===== src/rtl/ahbl_excl_monitor.sv =====
`timescale 1ns/1ps
// Global exclusive monitor between an AHBL arbiter and a shared slave: one reservation per
// master, combinational address-phase verdict, failed store-exclusives become IDLE downstream.
module ahbl_excl_monitor #(
  parameter int N_MASTERS    = 2,
  parameter int W_ADDR       = 32,
  parameter int W_DATA       = 32,
  parameter int GRANULE_BITS = 3
) (
  input  logic              clk,
  input  logic              rst_n,
  input  logic              src_hready,
  output logic              src_hready_resp,
  output logic              src_hresp,
  input  logic [W_ADDR-1:0] src_haddr,
  input  logic              src_hwrite,
  input  logic [1:0]        src_htrans,
  input  logic [2:0]        src_hsize,
  input  logic [W_DATA-1:0] src_hwdata,
  output logic [W_DATA-1:0] src_hrdata,
  input  logic              src_hexcl,
  input  logic [7:0]        src_hmaster,
  output logic              src_hexokay,
  output logic              dst_hready,
  input  logic              dst_hready_resp,
  input  logic              dst_hresp,
  output logic [W_ADDR-1:0] dst_haddr,
  output logic              dst_hwrite,
  output logic [1:0]        dst_htrans,
  output logic [2:0]        dst_hsize,
  output logic [W_DATA-1:0] dst_hwdata,
  input  logic [W_DATA-1:0] dst_hrdata
);

  localparam int         W_GRAN = W_ADDR - GRANULE_BITS;
  localparam logic [7:0] NM     = 8'(N_MASTERS);

  logic                 aphase, id_ok, match, verdict;
  logic                 is_ldx, is_stx, is_wr, stx_ok, stx_fail;
  logic [W_GRAN-1:0]    gran;
  logic [N_MASTERS-1:0] self_hit, gran_hit;
  logic [N_MASTERS-1:0] res_valid_q, res_valid_d;
  logic [W_GRAN-1:0]    res_gran_q [N_MASTERS];
  logic [W_GRAN-1:0]    res_gran_d [N_MASTERS];
  logic                 excl_q, ok_q;

  assign dst_hready      = src_hready;
  assign dst_haddr       = src_haddr;
  assign dst_hwrite      = src_hwrite;
  assign dst_hsize       = src_hsize;
  assign dst_hwdata      = src_hwdata;
  assign src_hready_resp = dst_hready_resp;
  assign src_hresp       = dst_hresp;
  assign src_hrdata      = dst_hrdata;

  assign aphase = src_hready & src_htrans[1];
  assign id_ok  = (src_hmaster < NM);
  assign gran   = src_haddr[W_ADDR-1:GRANULE_BITS];

  always_comb begin
    for (int m = 0; m < N_MASTERS; m++) begin
      self_hit[m] = (src_hmaster == 8'(m));
      gran_hit[m] = (res_gran_q[m] == gran);
    end
  end

  // self_hit can only be set for in-range IDs, so out-of-range masters never match
  assign match    = id_ok & (|(self_hit & gran_hit & res_valid_q));
  assign is_ldx   = aphase & src_hexcl & ~src_hwrite;
  assign is_stx   = aphase & src_hexcl & src_hwrite;
  assign is_wr    = aphase & ~src_hexcl & src_hwrite;
  assign stx_ok   = is_stx & match;
  assign stx_fail = is_stx & ~match;
  assign verdict  = (is_ldx & id_ok) | stx_ok;

  assign dst_htrans  = stx_fail ? 2'b00 : src_htrans;
  assign src_hexokay = excl_q & ok_q;

  always_comb begin
    res_valid_d = res_valid_q;
    for (int m = 0; m < N_MASTERS; m++) begin
      res_gran_d[m] = res_gran_q[m];
      if (is_ldx && self_hit[m]) begin
        res_valid_d[m] = 1'b1;
        res_gran_d[m]  = gran;
      end else if ((is_wr || stx_ok) && gran_hit[m]) begin
        res_valid_d[m] = 1'b0;
      end else if (stx_fail && self_hit[m]) begin
        res_valid_d[m] = 1'b0;
      end
    end
  end

  always_ff @(posedge clk or negedge rst_n) begin
    if (!rst_n) begin
      res_valid_q <= '0;
      for (int m = 0; m < N_MASTERS; m++) res_gran_q[m] <= '0;
      excl_q <= 1'b0;
      ok_q   <= 1'b0;
    end else begin
      res_valid_q <= res_valid_d;
      for (int m = 0; m < N_MASTERS; m++) res_gran_q[m] <= res_gran_d[m];
      if (src_hready) begin
        excl_q <= aphase & src_hexcl;
        ok_q   <= verdict;
      end
    end
  end

endmodule


===== config.mk =====
export PLATFORM = sky130hd
export DESIGN_NAME = ahbl_excl_monitor
export DESIGN_NICKNAME = d
export VERILOG_FILES = /design/src/rtl/ahbl_excl_monitor.sv
export SDC_FILE = /design/constraint.sdc
export NUM_CORES = 1
export LEC_CHECK = 0
export CAP_MARGIN = 15
export CORE_ASPECT_RATIO = 0.8
export CORE_MARGIN = 2
export CORE_UTILIZATION = 35
export CTS_BUF_LIST = sky130_fd_sc_hd__clkbuf_2
export DETAILED_ROUTE_END_ITERATION = 16
export GPL_TIMING_DRIVEN = 0
export PLACE_DENSITY = 0.74
export SYNTH_ARGS = -nofsm -noshare
export SYNTH_HDL_FRONTEND = slang
export SYNTH_SLANG_ARGS = --single-unit
export TNS_END_PERCENT = 5

===== constraint.sdc =====
create_clock -name clk -period 2.9 [get_ports clk]
set_clock_uncertainty 0.2 [all_clocks]
set_input_delay 0.58 -clock clk [delete_from_list [all_inputs] [get_ports clk]]
set_output_delay 0.58 -clock clk [all_outputs]
set_load 0.03 [all_outputs]

==> impl_metrics.csv <==
group,metric,value,unit
route,totalWireLength,9410,um
timing,worstMarginPinSlew,0.700,ns
flow_run,number_of_maximum_capacitance_constraint_violations,0,
logic_synthesis,number_of_enable_flip_flop_cells_after_synthesis,0,
worst_setup_path,required_time_reported_for_the_critical_path_endpoint,2.12,ns
cts,cts_sinks,62,
place,dp_slack,-1.39,ns
floorplan,floorplan.die.width,122,um
logic_synthesis,mappedNetlistArea,0.00388,sq mm
logic_synthesis,yosysTopAreaCellShare,0.400,
route,drc_errors,0,
pwr,power.share.combinational,0.315,
floorplan,core_area,0.0108,sq mm
global_routing,antenna_found_initial,1,
route,number_of_optimization_iterations_in_the_first_detailed_route_pass,4,
cts,cts_max_path_buffers,2,
finish,fin_cells,652,
logic_synthesis,syn_inst,339,
route,dr.max_layer_used,"met4",
logic_synthesis,post_synth_xor_area_fraction,0.131,
worst_setup_path,timing.critical_path.to_type,"output port",
finish,nets,621,
cts,clk_root_buffer_cell,"sky130_fd_sc_hd__clkbuf_2",
floorplan,die_h,98.2,um
timing,relSlewSlack,0.534,
place,gp_congestion,0.774,
floorplan,ioPinCount,222,
logic_synthesis,synth.area.mux_share,0.174,
pwr,peakVddDrop,198,uV
status,violated_checks,"negative setup slack",
cts,ctsHtreeMaxLevel,3,
timing,setup_viol_count_final,2,
worst_setup_path,worst-setup-path-type,"in -> out",
route,drt.antenna.violating_nets,0,
timing,max_freq,300,MHz
logic_synthesis,yosys_warnings,0,
route,routedWlPerCell,14.4,um
pwr,switching_share,0.316,
timing,drv_slew,0,
global_routing,grt_pass1_vias,2966,
timing,timing.final.crit_share,1.15,
floorplan,starting_density_of_the_core,0.358,
worst_setup_path,ff2ff_setup_slack,0.26,ns
route,wl_met3,789,um
route,vias_per_cell,4.43,
status,run_status,"complete, but fails checks",
route,route.vias.total,2889,
finish,final_core_utilization,0.528,
cts,cts_buf_count,9,
logic_synthesis,largest_family_of_logic_cells_by_synthesized_area,"buffers and inverters",
cts,worstSkewPairLatency,0.49,ns
place,dp.cells,633,
place,place_area,0.00557,sq mm
timing,rsz0062_at_grt,"true",
global_routing,grtUsageTotal,0.159,
worst_setup_path,setup.worst_path.start_class,"primary input",
global_routing,globalRouteOverflowTotal,0,
route,m1WireLength,3680,um
finish,areaGrowthSynthToFinish,47.6,%
logic_synthesis,synth_top_flop_cell,"sky130_fd_sc_hd__dfrtp_1",
logic_synthesis,synth.avg_cell_area,11.4,sq um
pwr,total_leakage_power,2.83,nW
worst_setup_path,max_stage_delay,0.55,ns
floorplan,row_count,34,
cts,clk_pin_slew,0.15,ns
worst_setup_path,worst_path_max_delay_cell,"sky130_fd_sc_hd__or4_4",
timing,totalNegativeSetupSlack,-0.844,ns
floorplan,die-area,0.0119,sq mm
logic_synthesis,synth_seq_cells,62,
logic_synthesis,synth.top_cells.by_area,"sky130_fd_sc_hd__dfrtp_1, sky130_fd_sc_hd__buf_4, sky130_fd_sc_hd__mux2_2",
place,place_hpwl,7520,um
logic_synthesis,synth.yosys.seq_area_share,0.400,
logic_synthesis,synthAdderAreaFrac,0,
pwr,clock_power_share,0.206,
timing,setup_ws,-0.434,ns
logic_synthesis,synth-async-reset-ratio,1.00,
pwr,cellPowerDensity,320,mW/mm^2
finish,drive_above_1_share,0.398,
route,dr.first_iter.drc_count,51,
route,met2RoutedLength,4830,um
timing,fin_crit,3.33,ns
timing,final_hold_viol_count,0,
global_routing,grt_max_degree,35,
pwr,internal_power,1.25,mW
logic_synthesis,synthSimpleGateAreaFrac,0.0719,
worst_hold_path,hold_path.class,"in -> reg",
finish,stdcell_area,0.00573,sq mm
logic_synthesis,synth.net_count,455,
logic_synthesis,yosys.area.top_type,"sky130_fd_sc_hd__dfrtp_1",
pwr,sequentialPowerShare,0.479,
place,io_buffers,149,
pwr,p_sw,0.580,mW
logic_synthesis,synth_compound_gate_area_share,0.0148,
worst_setup_path,cp_arrival,2.55,ns
global_routing,grt_first_pass_wirelength,14700,um
logic_synthesis,synthDistinctLibCells,29,
cts,tritoncts,"built",
worst_setup_path,crit_path_max_fanout,6,
worst_setup_path,path_cells,"clkdlybuf4s50_1 -> or4_4 -> nor4_4 -> and2b_2 -> a32oi_2 -> a21boi_1 -> buf_4",
==> placed cells by master, fill, tap and decap left out, types with 2 or more instances in the layout <==
cell	instances
sky130_fd_sc_hd__nor4_2	5
sky130_fd_sc_hd__nand2_1	6
sky130_fd_sc_hd__clkinv_1	2
sky130_fd_sc_hd__buf_2	7
sky130_fd_sc_hd__mux2_2	59
sky130_fd_sc_hd__nor2_1	2
sky130_fd_sc_hd__dfrtp_1	62
sky130_fd_sc_hd__clkbuf_2	9
sky130_fd_sc_hd__clkinv_2	2
sky130_fd_sc_hd__nor3_1	2
sky130_fd_sc_hd__nor4_1	3
sky130_fd_sc_hd__buf_4	109
sky130_fd_sc_hd__clkdlybuf4s50_1	128
sky130_fd_sc_hd__dlymetal6s2s_1	6
sky130_fd_sc_hd__xor2_1	38
sky130_fd_sc_hd__xnor2_1	20
sky130_fd_sc_hd__nand4_1	6
sky130_fd_sc_hd__nand3_1	6
sky130_fd_sc_hd__and3_2	2
sky130_fd_sc_hd__a221o_1	2
sky130_fd_sc_hd__nor4_4	3
sky130_fd_sc_hd__dlygate4sd2_1	12
==> sequential cells by signal (all words and copies together) (netlist names) <==
signal	count
res_gran_q	58
res_valid_q	2
excl_q	1
ok_q	1
==> synth_stat cells (2+ instances only) <==
master and count:
sky130_fd_sc_hd__a21boi_0 2, sky130_fd_sc_hd__a221o_1 2, sky130_fd_sc_hd__and3_2 2, sky130_fd_sc_hd__buf_2 6, sky130_fd_sc_hd__buf_4 103, sky130_fd_sc_hd__dfrtp_1 62, sky130_fd_sc_hd__mux2_2 59, sky130_fd_sc_hd__nand2_1 6
sky130_fd_sc_hd__nand3_1 6, sky130_fd_sc_hd__nand4_1 6, sky130_fd_sc_hd__nor2_1 2, sky130_fd_sc_hd__nor3_1 2, sky130_fd_sc_hd__nor4_1 8, sky130_fd_sc_hd__nor4_2 2, sky130_fd_sc_hd__xnor2_1 20, sky130_fd_sc_hd__xor2_1 38
==> per-stage QoR <==
step | hold slack (ns) | total power [mW]
finish | 0.302 | 1.83
global route | 0.277 | 1.93
CTS | 0.323 | 1.86
detailed placement | 0.285 | 1.48
global placement | 0.278 | 1.47
floorplan | 0.0844 | 1.21
==> area by class of cell <==
class	count	area (sq um)
clock buffers	9	45.0
repair buffers	155	1540
diodes	1	2.50
flip-flops and latches	62	1550
plain buffers	109	803
fillers	960	5120
multi-input cells	167	1580
inverters	1	3.75
well taps	144	180
clock inverters	4	17.5
==> critical path: cells and delay by family <==
kind            cells  cell delay, ns
simple gates        3            1.06
buf+inv             2            0.59
compound gates      2            0.32
==> cells by family after synthesis <==
group                     Yosys count
AOI/OAI and AO/OA                   7
muxes                              60
buffers and inverters             110
DFF                                62
and+or+nand+nor                    42
xor gates and xnor gates           58
==> power groups by stage <==
| stage | Combinational (mW) | Clock (mW) | Sequential [mW] |
|---|---|---|---|
| floorplan | 0.319 | 0 | 0.893 |
| global placement | 0.577 | 0 | 0.894 |
| detailed placement | 0.584 | 0 | 0.894 |
| CTS | 0.585 | 0.399 | 0.878 |
| global route | 0.613 | 0.437 | 0.880 |
| finish | 0.578 | 0.378 | 0.878 |
==> worst paths after layout <==
| check | start | end | cells after the start |
|---|---|---|---|
| max in group asynchronous | rst_n | res_gran_q[52]$_DFFE_PN0P_ | 3 |
| setup / recovery | src_hmaster[4] | dst_htrans[1] | 7 |
| hold reg to reg | ok_q$_DFFE_PN0P_ | ok_q$_DFFE_PN0P_ | 2 |
| min in group asynchronous | rst_n | res_gran_q[29]$_DFFE_PN0P_ | 2 |
| setup reg to reg | res_gran_q[28]$_DFFE_PN0P_ | res_valid_q[1]$_DFFE_PN0P_ | 8 |
| hold / removal | src_haddr[15] | res_gran_q[12]$_DFFE_PN0P_ | 2 |
==> per-layer routing <==
layer	up-vias	GRT usage
met5	-	0
met4	0	0.0301
met3	13	0.0578
met2	124	0.279
met1	1372	0.188
li1	1380	-
==> what timing repair did <==
item | in CTS | in global routing
setup endpoints to repair | 2 | 2
resized for setup | 32 | 7
pin swaps | 13 | 6
hold buffers | 1 | 0
buffers inserted | 3 | 1
hold endpoints to repair | 28 | 0
Power figures use the tool's default switching activity.
